File: src/rtl/const_table_arbiter.sv
// Constant/immediate table controller: fills the table with DEFAULT_VAL after reset, then
// arbitrates round-robin between decode reads (byte addresses) and config writes (indices).
module const_table_arbiter #(
  parameter int unsigned DEPTH       = 37,
  parameter int unsigned AW          = 6,
  parameter int unsigned DW          = 32,
  parameter int unsigned BASE_ADDR   = 40,
  parameter int unsigned DEFAULT_VAL = 8
) (
  input  logic          clk,
  input  logic          reset,
  input  logic          rd_req,
  input  logic [31:0]   rd_addr,
  output logic          rd_ready,
  output logic          rd_valid,
  output logic [DW-1:0] rd_data,
  output logic          rd_err,
  input  logic          wr_req,
  input  logic [AW-1:0] wr_index,
  input  logic [DW-1:0] wr_data,
  output logic          wr_ready,
  output logic          mem_en,
  output logic          mem_we,
  output logic [AW-1:0] mem_addr,
  output logic [DW-1:0] mem_wdata,
  input  logic [DW-1:0] mem_rdata,
  output logic          init_done
);

  typedef enum logic [1:0] {
    ST_INIT = 2'd0,
    ST_IDLE = 2'd1,
    ST_RESP = 2'd2
  } state_t;

  state_t        state_q, state_d;
  logic [AW-1:0] cnt_q, cnt_d;
  logic          prio_wr_q, prio_wr_d;
  logic          resp_err_q, resp_err_d;
  logic [DW-1:0] rd_data_q, rd_data_d;
  logic          rd_err_q, rd_err_d;
  logic          init_done_q, init_done_d;

  logic [31:0]   rd_off;
  logic [31:0]   rd_idx;
  logic          rd_addr_bad;
  logic          wr_index_bad;
  logic          rd_grant;
  logic          wr_grant;
  logic [DW-1:0] resp_data;

  // Address decode is done on the full 32-bit offset so wrap-around below BASE_ADDR
  // and far-out-of-range addresses are both rejected.
  assign rd_off       = rd_addr - 32'(BASE_ADDR);
  assign rd_idx       = rd_off >> 2;
  assign rd_addr_bad  = (rd_addr < 32'(BASE_ADDR)) || (rd_addr[1:0] != 2'b00) ||
                        (rd_idx >= 32'(DEPTH));
  assign wr_index_bad = 32'(wr_index) >= 32'(DEPTH);

  assign rd_grant = (state_q == ST_IDLE) && rd_req && (!wr_req || !prio_wr_q);
  assign wr_grant = (state_q == ST_IDLE) && wr_req && (!rd_req || prio_wr_q);

  assign resp_data = resp_err_q ? '0 : mem_rdata;

  // State register
  always_ff @(posedge clk or posedge reset) begin
    if (reset) begin
      state_q     <= ST_INIT;
      cnt_q       <= '0;
      prio_wr_q   <= 1'b0;
      resp_err_q  <= 1'b0;
      rd_data_q   <= '0;
      rd_err_q    <= 1'b0;
      init_done_q <= 1'b0;
    end else begin
      state_q     <= state_d;
      cnt_q       <= cnt_d;
      prio_wr_q   <= prio_wr_d;
      resp_err_q  <= resp_err_d;
      rd_data_q   <= rd_data_d;
      rd_err_q    <= rd_err_d;
      init_done_q <= init_done_d;
    end
  end

  // Next-state logic
  always_comb begin
    state_d     = state_q;
    cnt_d       = cnt_q;
    prio_wr_d   = prio_wr_q;
    resp_err_d  = resp_err_q;
    rd_data_d   = rd_data_q;
    rd_err_d    = rd_err_q;
    init_done_d = init_done_q;
    case (state_q)
      ST_INIT: begin
        cnt_d = cnt_q + AW'(1);
        if (cnt_q == AW'(DEPTH - 1)) begin
          state_d     = ST_IDLE;
          cnt_d       = '0;
          init_done_d = 1'b1;
        end
      end
      ST_IDLE: begin
        if (rd_grant) begin
          state_d    = ST_RESP;
          resp_err_d = rd_addr_bad;
          prio_wr_d  = 1'b1;
        end else if (wr_grant) begin
          prio_wr_d  = 1'b0;
        end
      end
      ST_RESP: begin
        state_d   = ST_IDLE;
        // Capture the response so rd_data/rd_err hold once rd_valid drops.
        rd_data_d = resp_data;
        rd_err_d  = resp_err_q;
      end
      default: state_d = ST_INIT;
    endcase
  end

  // Output logic
  always_comb begin
    rd_ready  = rd_grant;
    wr_ready  = wr_grant;
    rd_valid  = 1'b0;
    rd_data   = rd_data_q;
    rd_err    = rd_err_q;
    mem_en    = 1'b0;
    mem_we    = 1'b0;
    mem_addr  = '0;
    mem_wdata = '0;
    init_done = init_done_q;
    // Memory strobes are suppressed while reset is held so an aborted init cannot write.
    if (!reset) begin
      case (state_q)
        ST_INIT: begin
          mem_en    = 1'b1;
          mem_we    = 1'b1;
          mem_addr  = cnt_q;
          mem_wdata = DW'(DEFAULT_VAL);
        end
        ST_IDLE: begin
          if (wr_grant && !wr_index_bad) begin
            mem_en    = 1'b1;
            mem_we    = 1'b1;
            mem_addr  = wr_index;
            mem_wdata = wr_data;
          end else if (rd_grant && !rd_addr_bad) begin
            mem_en    = 1'b1;
            mem_addr  = rd_idx[AW-1:0];
          end
        end
        ST_RESP: begin
          rd_valid = 1'b1;
          rd_data  = resp_data;
          rd_err   = resp_err_q;
        end
        default: ;
      endcase
    end
  end

endmodule

File: config.mk
export PLATFORM = sky130hd
export DESIGN_NAME = const_table_arbiter
export DESIGN_NICKNAME = d
export VERILOG_FILES = /design/src/rtl/const_table_arbiter.sv
export SDC_FILE = /design/constraint.sdc
export NUM_CORES = 1
export LEC_CHECK = 0
export CELL_PAD_IN_SITES_DETAIL_PLACEMENT = 0
export CELL_PAD_IN_SITES_GLOBAL_PLACEMENT = 1
export CORE_UTILIZATION = 24
export CTS_CLUSTER_DIAMETER = 40
export DETAILED_ROUTE_END_ITERATION = 6
export PLACE_DENSITY_LB_ADDON = 0.05
export SYNTH_ARGS = -nofsm -noshare
export SYNTH_HDL_FRONTEND = slang
export SYNTH_SLANG_ARGS = --single-unit
File: constraint.sdc
create_clock -name clk -period 3.56 [get_ports clk]
set_input_delay 0.712 -clock clk [delete_from_list [all_inputs] [get_ports clk]]
set_output_delay 0.712 -clock clk [all_outputs]
set_load 0.02 [all_outputs]
==> results of run 1 <==
[final timing paths]
kind	end	cells past startpoint
max	mem_addr[3]	8
min	init_done$_DFFE_PP0P_	1
max reg2reg	resp_err_q$_DFFE_PP0P_	8
min reg2reg	init_done$_DFFE_PP0P_	1
max in group asynchronous	rd_data_q[0]$_DFF_PP0_	4
min in group asynchronous	prio_wr_q$_DFFE_PP0P_	4
[power breakdown]
group | switching, W | internal (W)
combinational | 0.000911 | 0.000853
sequential | 0.000163 | 0.000718
clock | 0.000184 | 0.000351
[flip-flops by register name (all words and copies together), names as in the netlist]
signal	count
state_q	2
init_done	1
cnt_q	6
prio_wr_q	1
rd_data_q	32
rd_err_q	1
resp_err_q	1
[area by class of cell]
type / count / area (um^2)
clock inverter: 2 / 38.8
inverter: 9 / 33.8
timing repair buffer: 241 / 2330
clock buffer: 6 / 139
fill: 1334 / 6930
multi-input combinational: 346 / 2030
sequential: 44 / 1100
tap: 172 / 215
[layout by cell type, fill, tap and decap left out, types with 3 or more instances in the layout]
cell and instances:
a21oi_1 5, a22o_1 3, a22oi_1 3, a31oi_1 3, and2_1 32, buf_2 5
buf_4 59, buf_6 8, clkbuf_16 5, clkdlybuf4s15_1 3, clkdlybuf4s50_1 130, dfrtp_1 44
dlygate4sd2_1 3, dlymetal6s2s_1 30, inv_1 5, inv_2 3, nand2_1 82, nand2b_1 34
nand3_1 5, nand4_1 6, nor2_1 12, nor2b_1 4, nor3_1 5, nor4_1 4
o21a_1 3, o21ai_0 83, o21ai_2 4, or3_1 3, or3_4 3
[cells by family (layout without fill, tap and decap cells)]
logic type | after synthesis | in the layout | synth area share, %
AND/OR/NAND/NOR | 213 | 213 | 35.6
AO/OA/AOI/OAI | 126 | 126 | 23.2
flip-flops | 44 | 44 | 34.5
buffers and inverters | 37 | 258 | 4.39
adder cells (fa/ha/maj) | 3 | 3 | 1.17
XOR/XNOR | 3 | 3 | 0.822
multiplexers | 1 | 1 | 0.352
[metal layers]
layer  track usage [%]  up-vias  wire length (um)
met3              3.21        8               593
met1              21.1     1730              4950
met5                 0        -                 0
met4              2.60        0                94
li1                  -     1919                 -
met2              28.0      119              5540
[repair_timing]
item | CTS | global route
resized for setup | 96 | 32
pin swaps | 16 | 7
buffers inserted | 1 | 0
setup endpoints to repair | 9 | 37
[per-stage QoR]
stage / cells / util [%] / total power [W] / cell area (um^2) / hold slack, ns
4_1_cts: 820 / 45.3 / 0.00324 / 5810 / 0.470
3_5_place_dp: 811 / 43.8 / 0.00268 / 5610 / 0.452
2_1_floorplan: 427 / - / 0.00179 / 3230 / 0.450
5_1_grt: 820 / 45.9 / 0.00344 / 5890 / 0.489
3_3_place_gp: 811 / 43.8 / 0.00266 / 5610 / 0.452
6_report: 820 / 45.9 / 0.00318 / 5890 / 0.464
==> results.md, run 1 <==
* Status: finished, violations left
* Failing checks: negative setup slack
* Critical path's top delay family: simple AND/OR/NAND/NOR gates
* CTS sink cnt at 44
* CORE AREA at 12,800 um^2
* Initial antenna violation count at 0
* Layout Skew at 0.00744 ns
* WP buf/inv at 2
* DP Worst Slack at -1.14 ns
* Post-DP HPWL at 8650 um
* Asr flop ratio synth at 100%
* DRC viols at 0
* Reg2Reg Setup Slack at 1.66 ns
* Total number of vias at 3,776
* Synth warn at 0
* Synth top area share at 34.5%
* Drt pass-1 iters at 5
* Initial core utilization at 24.9%
* Synth Register Bits at 44
* Vias in the first global route at 3,695
* Post-route ant nets at 0
* Layout Nets at 756
* Average size of a mapped cell at 7.48 um^2
* Netlist cell types at 56
* Die width at 117 um
* Max-Cap Viols at 0
* Synthesized cell area at 3200 um^2
* Pwr/cell area at 540 nW/um^2
* Top post-synthesis cells by count: 84 x o21ai_0, 83 x nand2_1, 44 x dfrtp_1
* Per-cell routed wire length at 13.6 um
* Post-synth top flop: dfrtp_1
* Final Slew Violations at 0
* TritonCTS clock tree: yes
* Total GRT Usage at 16.2%
* Post-layout min period at 3.73 ns
* Final setup TNS at -0.885 ns
* Syn Nets at 536
* CP Capture Type: primary output
* Total CTS buffers at 5
* Htree depth at 2
* Leakage at 2.94 nW
* Period utilization at 105%
* Most frequent cell after synthesis: o21ai_0
* Largest net degree at the start of global routing at 67
* Slowest stage cell on the critical path: or4b_4
* Cells after synthesis at 427
* Ranking of synthesized cells by area: dfrtp_1 34%, o21ai_0 13%, nand2_1 9.7%
* Port-buffer cells at 182
* Setup crit start: rd_addr[7]
* R2r startpoint: state_q[1]$_DFFE_PP0P_
* Critical path fanouts, max at 8
* Final setup viols at 7
* Synth area leader: dfrtp_1
* # IOs at 183
* Routability cong. at 0.819
* Worst stage delay on the critical path at 0.55 ns
* Critical path class: input port to primary output
* Worst Path Required at 2.85 ns
* Ant diodes at 0
* # rows at 41
* Share of cells above drive strength 1 at 18.1%
* RSZ-0062 raised after global routing: true
* CP arrival at 3.02 ns
* Hold-fix buffers, CTS at 0
* First-pass GRT wire length at 18,500 um
* Starting DRC count in detailed routing at 185
* Worst slew margin relative to its limit at 32.6%
* Post-synth EDFFs at 0
* CTS clk-pin slew, worst paths at 0.06 ns
* Critical-path cell list: buf_6 > or4_4 > or4_4 > or4b_4 > nand3_2 > nand4_4 > o21ai_2 > buf_6
* Sequential area share after synthesis at 34.5%
* Chip Height at 117 um
* Bufs on Longest Clock Path at 2
* Fin. Hold Viols at 0
* Worst IR Drop VDD at 242 uV
* Fmax at 268 MHz
* Tightest Hold Check Type: flip-flop to flip-flop
* Startpoint Class: input port
* Vias per cell at 4.60
* Final worst slack at -0.169 ns
* Min-delay src: init_done$_DFFE_PP0P_
* Total Wirelength at 11,200 um
* Root buffer cell: clkbuf_16
* Slew @ Worst Pin at 1.01 ns
* Global route overflow at 0
* Die Footprint at 13,800 um^2
* Area Overhead vs Synth at 84.3%
* Worst-Skew Late Latency at 0.28 ns
Note: power is estimated with default switching activity, not from simulation.
==> run 2, diff against run 1 <==
--- a/config.mk
+++ b/config.mk
@@ -10,6 +10,7 @@
 export CORE_UTILIZATION = 24
 export CTS_CLUSTER_DIAMETER = 40
 export DETAILED_ROUTE_END_ITERATION = 6
+export HOLD_SLACK_MARGIN = 0.1
 export PLACE_DENSITY_LB_ADDON = 0.05
 export SYNTH_ARGS = -nofsm -noshare
 export SYNTH_HDL_FRONTEND = slang
==> results of run 2 <==
Same layout as run 1: the final DEF is identical, and so are final timing and power.
==> run 3, diff against run 2 <==
--- a/config.mk
+++ b/config.mk
@@ -5,13 +5,14 @@
 export SDC_FILE = /design/constraint.sdc
 export NUM_CORES = 1
 export LEC_CHECK = 0
+export CAP_MARGIN = 20
 export CELL_PAD_IN_SITES_DETAIL_PLACEMENT = 0
 export CELL_PAD_IN_SITES_GLOBAL_PLACEMENT = 1
 export CORE_UTILIZATION = 24
 export CTS_CLUSTER_DIAMETER = 40
 export DETAILED_ROUTE_END_ITERATION = 6
 export HOLD_SLACK_MARGIN = 0.1
-export PLACE_DENSITY_LB_ADDON = 0.05
+export PLACE_DENSITY_LB_ADDON = 0.25
 export SYNTH_ARGS = -nofsm -noshare
 export SYNTH_HDL_FRONTEND = slang
 export SYNTH_SLANG_ARGS = --single-unit
==> results.md, run 3 (synthesis results as in run 1) <==
* Chip Height at 117 um
* Post-layout min period at 3.82 ns
* Hold Crit Depth at 1
* Share of cells above drive strength 1 at 19.4%
* Port-buffer cells at 182
* Vias per cell at 4.58
* Critical-path cell list: clkdlybuf4s15_1 > or3_4 > or4_4 > or4b_4 > nand3_4 > nand4_4 > o21ai_2 > buf_6
* # rows at 41
* CORE AREA at 12,800 um^2
* CTS clk-pin slew, worst paths at 0.07 ns
* Slowest stage cell on the critical path: or4b_4
* CP arrival at 3.11 ns
* Period utilization at 107%
* Final Slew Violations at 0
* Layout Utilization at 45.9%
* Largest reg by FF count: rd_data_q
* Leakage at 2.60 nW
* Top Registers: rd_data_q (32), cnt_q (6), state_q (2)
* DR WL met3 at 655 um
* Total CTS buffers at 5
* Worst stage delay on the critical path at 0.57 ns
* Register-to-Register Path Depth at 6
* Startpoint Class: input port
* TritonCTS clock tree: yes
* Max FFs per register at 32
* Initial antenna violation count at 0
* Largest net degree at the start of global routing at 59
* Worst IR Drop VDD at 221 uV
* Fmax at 262 MHz
* Commonest non-fill, non-tap cell in the layout: clkdlybuf4s50_1
* Met2 WL at 5530 um
* Htree depth at 2
* Post-route ant nets at 0
* Total number of vias at 3,789
* Layout Skew at 0.0109 ns
* CTS sink cnt at 44
* Root buffer cell: clkbuf_16
* Final worst slack at -0.257 ns
* Bufs on Longest Clock Path at 2
* RSZ-0062 raised after global routing: true
* Met1 WL at 5230 um
* Failing checks: negative setup slack
* Critical path fanouts, max at 8
* Global route overflow at 0
* Area Overhead vs Synth at 84.1%
* Per-cell routed wire length at 13.9 um
* Final setup viols at 7
* Fin. Hold Viols at 0
* Max-Cap Viols at 0
* Status: finished, violations left
* Pwr/cell area at 542 nW/um^2
* Layout Nets at 763
* Starting DRC count in detailed routing at 146
* Total Wirelength at 11,500 um
* Final setup TNS at -1.52 ns
* Post-DP HPWL at 8980 um
* Ant diodes at 0
* Vias in the first global route at 3,858
* Die Footprint at 13,800 um^2
* CP Capture Type: primary output
* Uppermost layer routed: met4
* Worst slew margin relative to its limit at 37.0%
* First-pass GRT wire length at 18,800 um
* Worst Path Required at 2.85 ns
* # IOs at 183
* Commonest non-fill, non-tap cells in the layout: 126 x clkdlybuf4s50_1, 82 x o21ai_0, 82 x nand2_1
* Total GRT Usage at 16.5%
* Drt pass-1 iters at 4
* Tightest Hold Check Type: flip-flop to flip-flop
* Critical path class: input port to primary output
* Die width at 117 um
* DRC viols at 0
* Worst-Skew Late Latency at 0.28 ns
* Initial core utilization at 24.9%
* Slew @ Worst Pin at 0.945 ns
* Routability cong. at 0.817
## run 3: cell types whose count changed in the layout (fill, tap and decap cells not counted), sizes merged
cell	change
dlygate4sd2	+29
dlymetal6s2s	-27
buf	+9
clkdlybuf4s50	-4
clkbuf	+2
clkdlybuf4s15	-2
## run 3: worst max-delay path: cells and delay by family
kind,cells,cell delay [ns]
AND/OR/NAND/NOR,5,1.80
AO/OA/AOI/OAI,1,0.26
buffers and inverters,2,0.33
## run 3: area by class of cell
class | count | area (um^2)
fill | 1324 | 6940
timing repair buffer | 248 | 2270
multi-input combinational | 346 | 2080
sequential | 44 | 1100
tap | 172 | 215
clock buffer | 6 | 139
clock inverter | 2 | 38.8
inverter | 9 | 33.8
## run 3: worst paths after layout
path                                        startpoint                 endpoint  slack [ns]
worst max register to register  state_q[0]$_DFFE_PP0P_  rd_data_q[22]$_DFF_PP0_        1.73
max in group asynchronous                        reset  rd_data_q[21]$_DFF_PP0_        2.11
worst min register to register   init_done$_DFFE_PP0P_    init_done$_DFFE_PP0P_        0.46
min in group asynchronous                        reset     cnt_q[1]$_DFFE_PP0P_        1.06
worst min-delay path             init_done$_DFFE_PP0P_    init_done$_DFFE_PP0P_        0.46
worst max-delay path                       rd_addr[12]              mem_addr[5]       -0.26
## run 3: where the power goes
part           internal, W  leakage, nW  switching (W)
Combinational     0.000858         1.97       0.000914
Sequential        0.000718        0.541       0.000159
Clock             0.000351       0.0871       0.000191
Total              0.00193         2.60        0.00126
## run 3: routing by layer
| layer | global-route usage, % | vias to the layer above |
|---|---|---|
| li1 | - | 1932 |
| met1 | 20.6 | 1718 |
| met2 | 29.1 | 133 |
| met3 | 3.50 | 6 |
| met4 | 3.17 | 0 |
| met5 | 0 | - |
## run 3: per-stage QoR
step           hold slack (ns)  total power [W]  instances  cell area (um^2)  setup WS [ns]
2_1_floorplan            0.450          0.00179        427              3230        -0.0609
3_3_place_gp             0.450          0.00264        814              5630          -1.17
3_5_place_dp             0.443          0.00266        814              5630          -1.17
4_1_cts                  0.466          0.00323        827              5860         -0.230
5_1_grt                  0.497          0.00342        827              5880         -0.315
6_report                 0.459          0.00319        827              5880         -0.257
## run 3: repair_timing
item / 4_1_cts / 5_1_grt
setup endpoints to repair: 38 / 7
setup buffers: 5 / 0
hold buffers: 0 / 0
gates cloned: 0 / 0
resized for setup: 129 / 11
pin swaps: 16 / 8
